==> src/rtl/neuron_spike_writeback.sv <==
// Potential write-back register file plus spike FIFO for the neuron update pipeline.
// Handles the end-of-timestep drain and raises a one-cycle completion pulse.
//
// state    | meaning
// ---------+-----------------------------------------------------------
// ST_RUN   | accepting updates; tick_done_i starts the drain
// ST_DRAIN | no new updates; FIFO drains, then tick_done_o pulses
module neuron_spike_writeback #(
    parameter int NUM_NEURONS = 16,
    parameter int IDX_W       = 4,
    parameter int FIFO_DEPTH  = 8
) (
    input  logic             clk_i,
    input  logic             rst_i,
    input  logic             in_valid_i,
    output logic             in_ready_o,
    input  logic [IDX_W-1:0] neuron_idx_i,
    input  logic [7:0]       new_potential_i,
    input  logic             spike_i,
    input  logic             tick_done_i,
    input  logic [IDX_W-1:0] rd_idx_i,
    output logic [7:0]       rd_potential_o,
    output logic             spike_valid_o,
    input  logic             spike_ready_i,
    output logic [IDX_W-1:0] spike_idx_o,
    output logic [7:0]       spike_count_o,
    output logic             tick_done_o
);
    localparam int PTR_W = $clog2(FIFO_DEPTH);
    localparam logic [0:0] ST_RUN   = 1'b0;
    localparam logic [0:0] ST_DRAIN = 1'b1;
    localparam logic [IDX_W:0] NUM_N    = (IDX_W + 1)'(NUM_NEURONS);
    localparam logic [PTR_W:0] FULL_CNT = (PTR_W + 1)'(FIFO_DEPTH);

    logic [0:0]       state;
    logic [7:0]       pot_mem  [NUM_NEURONS];
    logic [IDX_W-1:0] fifo_mem [FIFO_DEPTH];
    logic [PTR_W-1:0] wr_ptr, rd_ptr;
    logic [PTR_W:0]   fifo_cnt, fifo_cnt_next;
    logic             fifo_empty, fifo_full, accept, in_range, push, pop;

    assign fifo_empty    = (fifo_cnt == '0);
    assign fifo_full     = (fifo_cnt == FULL_CNT);
    assign in_ready_o    = (state == ST_RUN) && !fifo_full;
    assign accept        = in_valid_i && in_ready_o;
    assign in_range      = ({1'b0, neuron_idx_i} < NUM_N);
    assign push          = accept && in_range && spike_i;
    assign spike_valid_o = !fifo_empty;
    assign spike_idx_o   = fifo_empty ? '0 : fifo_mem[rd_ptr];
    assign pop           = spike_valid_o && spike_ready_i;
    assign fifo_cnt_next = fifo_cnt + (PTR_W + 1)'(push) - (PTR_W + 1)'(pop);

    // Out-of-range read addresses fall through to the zero default.
    always_comb begin
        rd_potential_o = '0;
        for (int i = 0; i < NUM_NEURONS; i++) begin
            if (rd_idx_i == IDX_W'(i)) rd_potential_o = pot_mem[i];
        end
    end

    always_ff @(posedge clk_i) begin
        if (rst_i) begin
            for (int i = 0; i < NUM_NEURONS; i++) pot_mem[i] <= '0;
        end else if (accept && in_range) begin
            for (int i = 0; i < NUM_NEURONS; i++) begin
                if (neuron_idx_i == IDX_W'(i)) pot_mem[i] <= new_potential_i;
            end
        end
    end

    always_ff @(posedge clk_i) begin
        if (rst_i) begin
            state         <= ST_RUN;
            wr_ptr        <= '0;
            rd_ptr        <= '0;
            fifo_cnt      <= '0;
            spike_count_o <= '0;
            tick_done_o   <= 1'b0;
        end else begin
            tick_done_o <= 1'b0;
            fifo_cnt    <= fifo_cnt_next;
            if (push) begin
                fifo_mem[wr_ptr] <= neuron_idx_i;
                wr_ptr           <= wr_ptr + 1'b1;
                if (spike_count_o != 8'hFF) spike_count_o <= spike_count_o + 8'd1;
            end
            if (pop) rd_ptr <= rd_ptr + 1'b1;
            case (state)
                ST_RUN: begin
                    if (tick_done_i) state <= ST_DRAIN;
                end
                default: begin
                    // Done once the FIFO will be empty after this edge.
                    if (fifo_cnt_next == '0) begin
                        state         <= ST_RUN;
                        tick_done_o   <= 1'b1;
                        spike_count_o <= '0;
                    end
                end
            endcase
        end
    end
endmodule

==> config.mk <==
export PLATFORM = sky130hd
export DESIGN_NAME = neuron_spike_writeback
export DESIGN_NICKNAME = d
export VERILOG_FILES = /design/src/rtl/neuron_spike_writeback.sv
export SDC_FILE = /design/constraint.sdc
export NUM_CORES = 1
export LEC_CHECK = 0
export ABC_AREA = 1
export BUFFER_PORTS_ARGS = -buffer_cell sky130_fd_sc_hd__buf_4
export CAP_MARGIN = 10
export CORE_MARGIN = 2
export CORE_UTILIZATION = 35
export DETAILED_ROUTE_END_ITERATION = 10
export GPL_TIMING_DRIVEN = 0
export PLACE_DENSITY = 0.49
export REMOVE_ABC_BUFFERS = 1
export SLEW_MARGIN = 20
export SYNTH_ARGS = -nofsm -noshare
export SYNTH_HDL_FRONTEND = slang
export SYNTH_SLANG_ARGS = --single-unit
export TNS_END_PERCENT = 20
==> constraint.sdc <==
create_clock -name clk_i -period 3.25 [get_ports clk_i]
set_input_delay 0.325 -clock clk_i [delete_from_list [all_inputs] [get_ports clk_i]]
set_output_delay 0.325 -clock clk_i [all_outputs]
set_load 0.01 [all_outputs]
==> results.yml <==
run_status:
  status: "complete, no violations"
routing:
  via_count: 5255
  drt_wl_total_um: 16900
  dr.pass1.iters: 4
  ant_nets: 0
  viasPerCell: 4.68
  dr.first_iter.drc_count: 250
  drc: 0
  post_drt_wl_per_cell_um: 15.1
cells_and_area:
  utilization_pct: 41.1
  finalNetCount: 858
  drive_gt1_share_pct: 14.2
  insertedDiodeCount: 0
  finalInstanceArea_um2: 9250
  syn_to_final_growth_pct: 16.3
synthesis:
  synth.distinct_cells: 33
  ys_ff_latch: 183
  post-synth-top-count-cell: "nor2_1"
  syn_inst: 769
  yosysTopAreaCell: "edfxtp_1"
  avgSynthCellArea_um2: 10.3
  dominantRegCellSynth: "edfxtp_1"
  yosysSeqAreaShare_pct: 66.2
  synth.top_cell.area_share_pct: 60.4
  yosys-top-cells-area: "edfxtp_1, nor2_1, nand2_1"
  ys_warn_count: 0
  synth_edf_count: 160
  async_flop_share_pct: 0
  synth_area_um2: 7960
  synth_commonest_cells: "nor2_1, edfxtp_1, nand2_1"
timing:
  min_period_over_period_pct: 92.0
  rsz0062_at_grt: "false"
  period_minus_slack_ns: 2.99
  timing.slew.headroom_pct: 36.3
  setup_tns_ns: 0
  hold_viol_final: 0
  worstMarginPinSlew_ns: 0.955
  slew_viol_final: 0
  finClkSkew_ns: 0.00699
  whs_ns: 0.116
  setup_violations: 0
  fmax_mhz: 334
pwr:
  powerDensity_nw_per_um2: 619
  power.total_mw: 5.73
  p_leak_nw: 3.49
  max-vdd-ir-drop_v: 0.000362
floorplan:
  die_x_um: 155
  core_area_um2: 22500
  dieHeight_um: 155
  die-area_um2: 24000
  placementRows: 55
  ios: 45
  initial_core_util_pct: 35.4
clock_tree:
  clockRootBuffer: "clkbuf_16"
  post_cts_hold_buffer_count: 0
  clk_latency_ns: 0.43
  path_clk_slew_ns: 0.07
  cts_made_buffers: 17
  clock-sinks: 183
  tritoncts: "yes"
  htreeDepth: 4
  clk_path_buf_depth: 2
placed_design:
  port_buffers: 44
  dpl-instance-area_um2: 8630
  place.gp.congestion: 0.729
  dp.final_hpwl_um: 12400
global_routing:
  grt_overflow_total: 0
  grt_pass1_wl_um: 27500
  grt_pass1_vias: 5250
  use_met1_pct: 18.9
  grt_max_degree: 26
  track_usage_pct: 15.0
  antenna_found_initial: 0
  top_usage_layer: "met2"
  use_met2_pct: 26.0
  grtUsageMet3_pct: 3.17
setup_path:
  cp.required_ns: 3.57
  worst-path-max-fanout: 9
  critPathLaunchType: "flop"
  cp-end-kind: "flop"
  crit_type: "reg -> reg"
  arrival_ns: 3.31
min_path:
  hp-class: "in -> reg"
flow_run:
  cap_violations: 0
## flip-flops by register name (all words and copies together), names as in the netlist, named ones only
signal / cells
fifo_cnt: 4
state: 1
wr_ptr: 3
tick_done_o: 1
rd_ptr: 3
fifo_mem: 32
pot_mem: 128
spike_count_o: 8
## cells by family after synthesis
family,after synthesis,synth area share [%]
AND/OR/NAND/NOR,419,23.2
AO/OA/AOI/OAI,58,3.90
flip-flops,183,66.2
buffers and inverters,94,4.54
XOR/XNOR,5,0.550
adder cells (fa/ha/maj),10,1.67
## through the flow
stage / std cells / setup WS [ns]
after floorplan: 758 / 0.526
after global placement: 1087 / 0.0935
after detailed placement: 1092 / 0.0884
after CTS: 1124 / 0.0589
after global routing: 1124 / 0.0119
final: 1124 / 0.260
## routing by layer
layer	vias up	wire length [um]
met5	-	0
met4	0	184
met3	15	555
met2	71	8470
met1	2463	7720
li1	2706	-
## final cells by class
class / count / area (um2)
fill: 2214 / 13300
sequential: 183 / 5270
multi-input combinational: 492 / 2340
clock buffer: 17 / 425
timing repair buffer: 49 / 368
tap: 285 / 357
inverter: 83 / 312
clock inverter: 15 / 181
## where the power goes
group | internal, mW | switching (mW) | total (mW)
sequential | 2.70 | 0.0786 | 2.78
clock | 1.17 | 0.962 | 2.13
combinational | 0.299 | 0.525 | 0.824
total | 4.17 | 1.57 | 5.73
## layout by cell type (no fill, tap or decap), drive strengths merged
cell,synthesis,final
clkbuf,8,17
dfxtp,23,23
o22ai,4,4
nor2,196,196
fa,1,1
a211oi,1,1
a21oi,16,16
a31oi,5,5
buf,3,49
xor2,5,5
ha,9,9
or2,8,8
inv,74,83
nor3,11,11
nand3,48,48
nand4,21,21
bufinv,0,2
nand2,131,131
nor3b,1,1
clkinvlp,0,2
o21ai,32,32
edfxtp,160,160
and3,2,2
clkinv,9,11
nand3b,1,1
## final timing paths
check | from | endpoint | cells past startpoint | slack (ns)
setup / recovery | fifo_cnt[2] | spike_count_o[2] | 16 | 0.26
hold / removal | tick_done_i | state | 3 | 0.12
hold reg to reg | rd_ptr[2] | flop | 2 | 0.47
setup reg to reg | fifo_cnt[2] | spike_count_o[2] | 16 | 0.26
## what timing repair did
action / in CTS / in global routing
setup endpoints to repair: 0 / 9
buffers inserted: 0 / 0
gates resized for setup: 0 / 3
## worst max-delay path: stages, from the launching register on
cell	delay [ns]
dfxtp_1	0.31
inv_1	0.06
ha_1	0.20
a31oi_2	0.22
nand2_1	0.13
inv_1	0.18
nand2_2	0.16
ha_1	0.32
inv_1	0.06
ha_1	0.16
inv_1	0.06
fa_1	0.51
nand2_1	0.06
nor2_1	0.08
nand3_1	0.15
nand2_4	0.16
nor3_1	0.08
No activity file was read; power rests on OpenSTA's default activity.
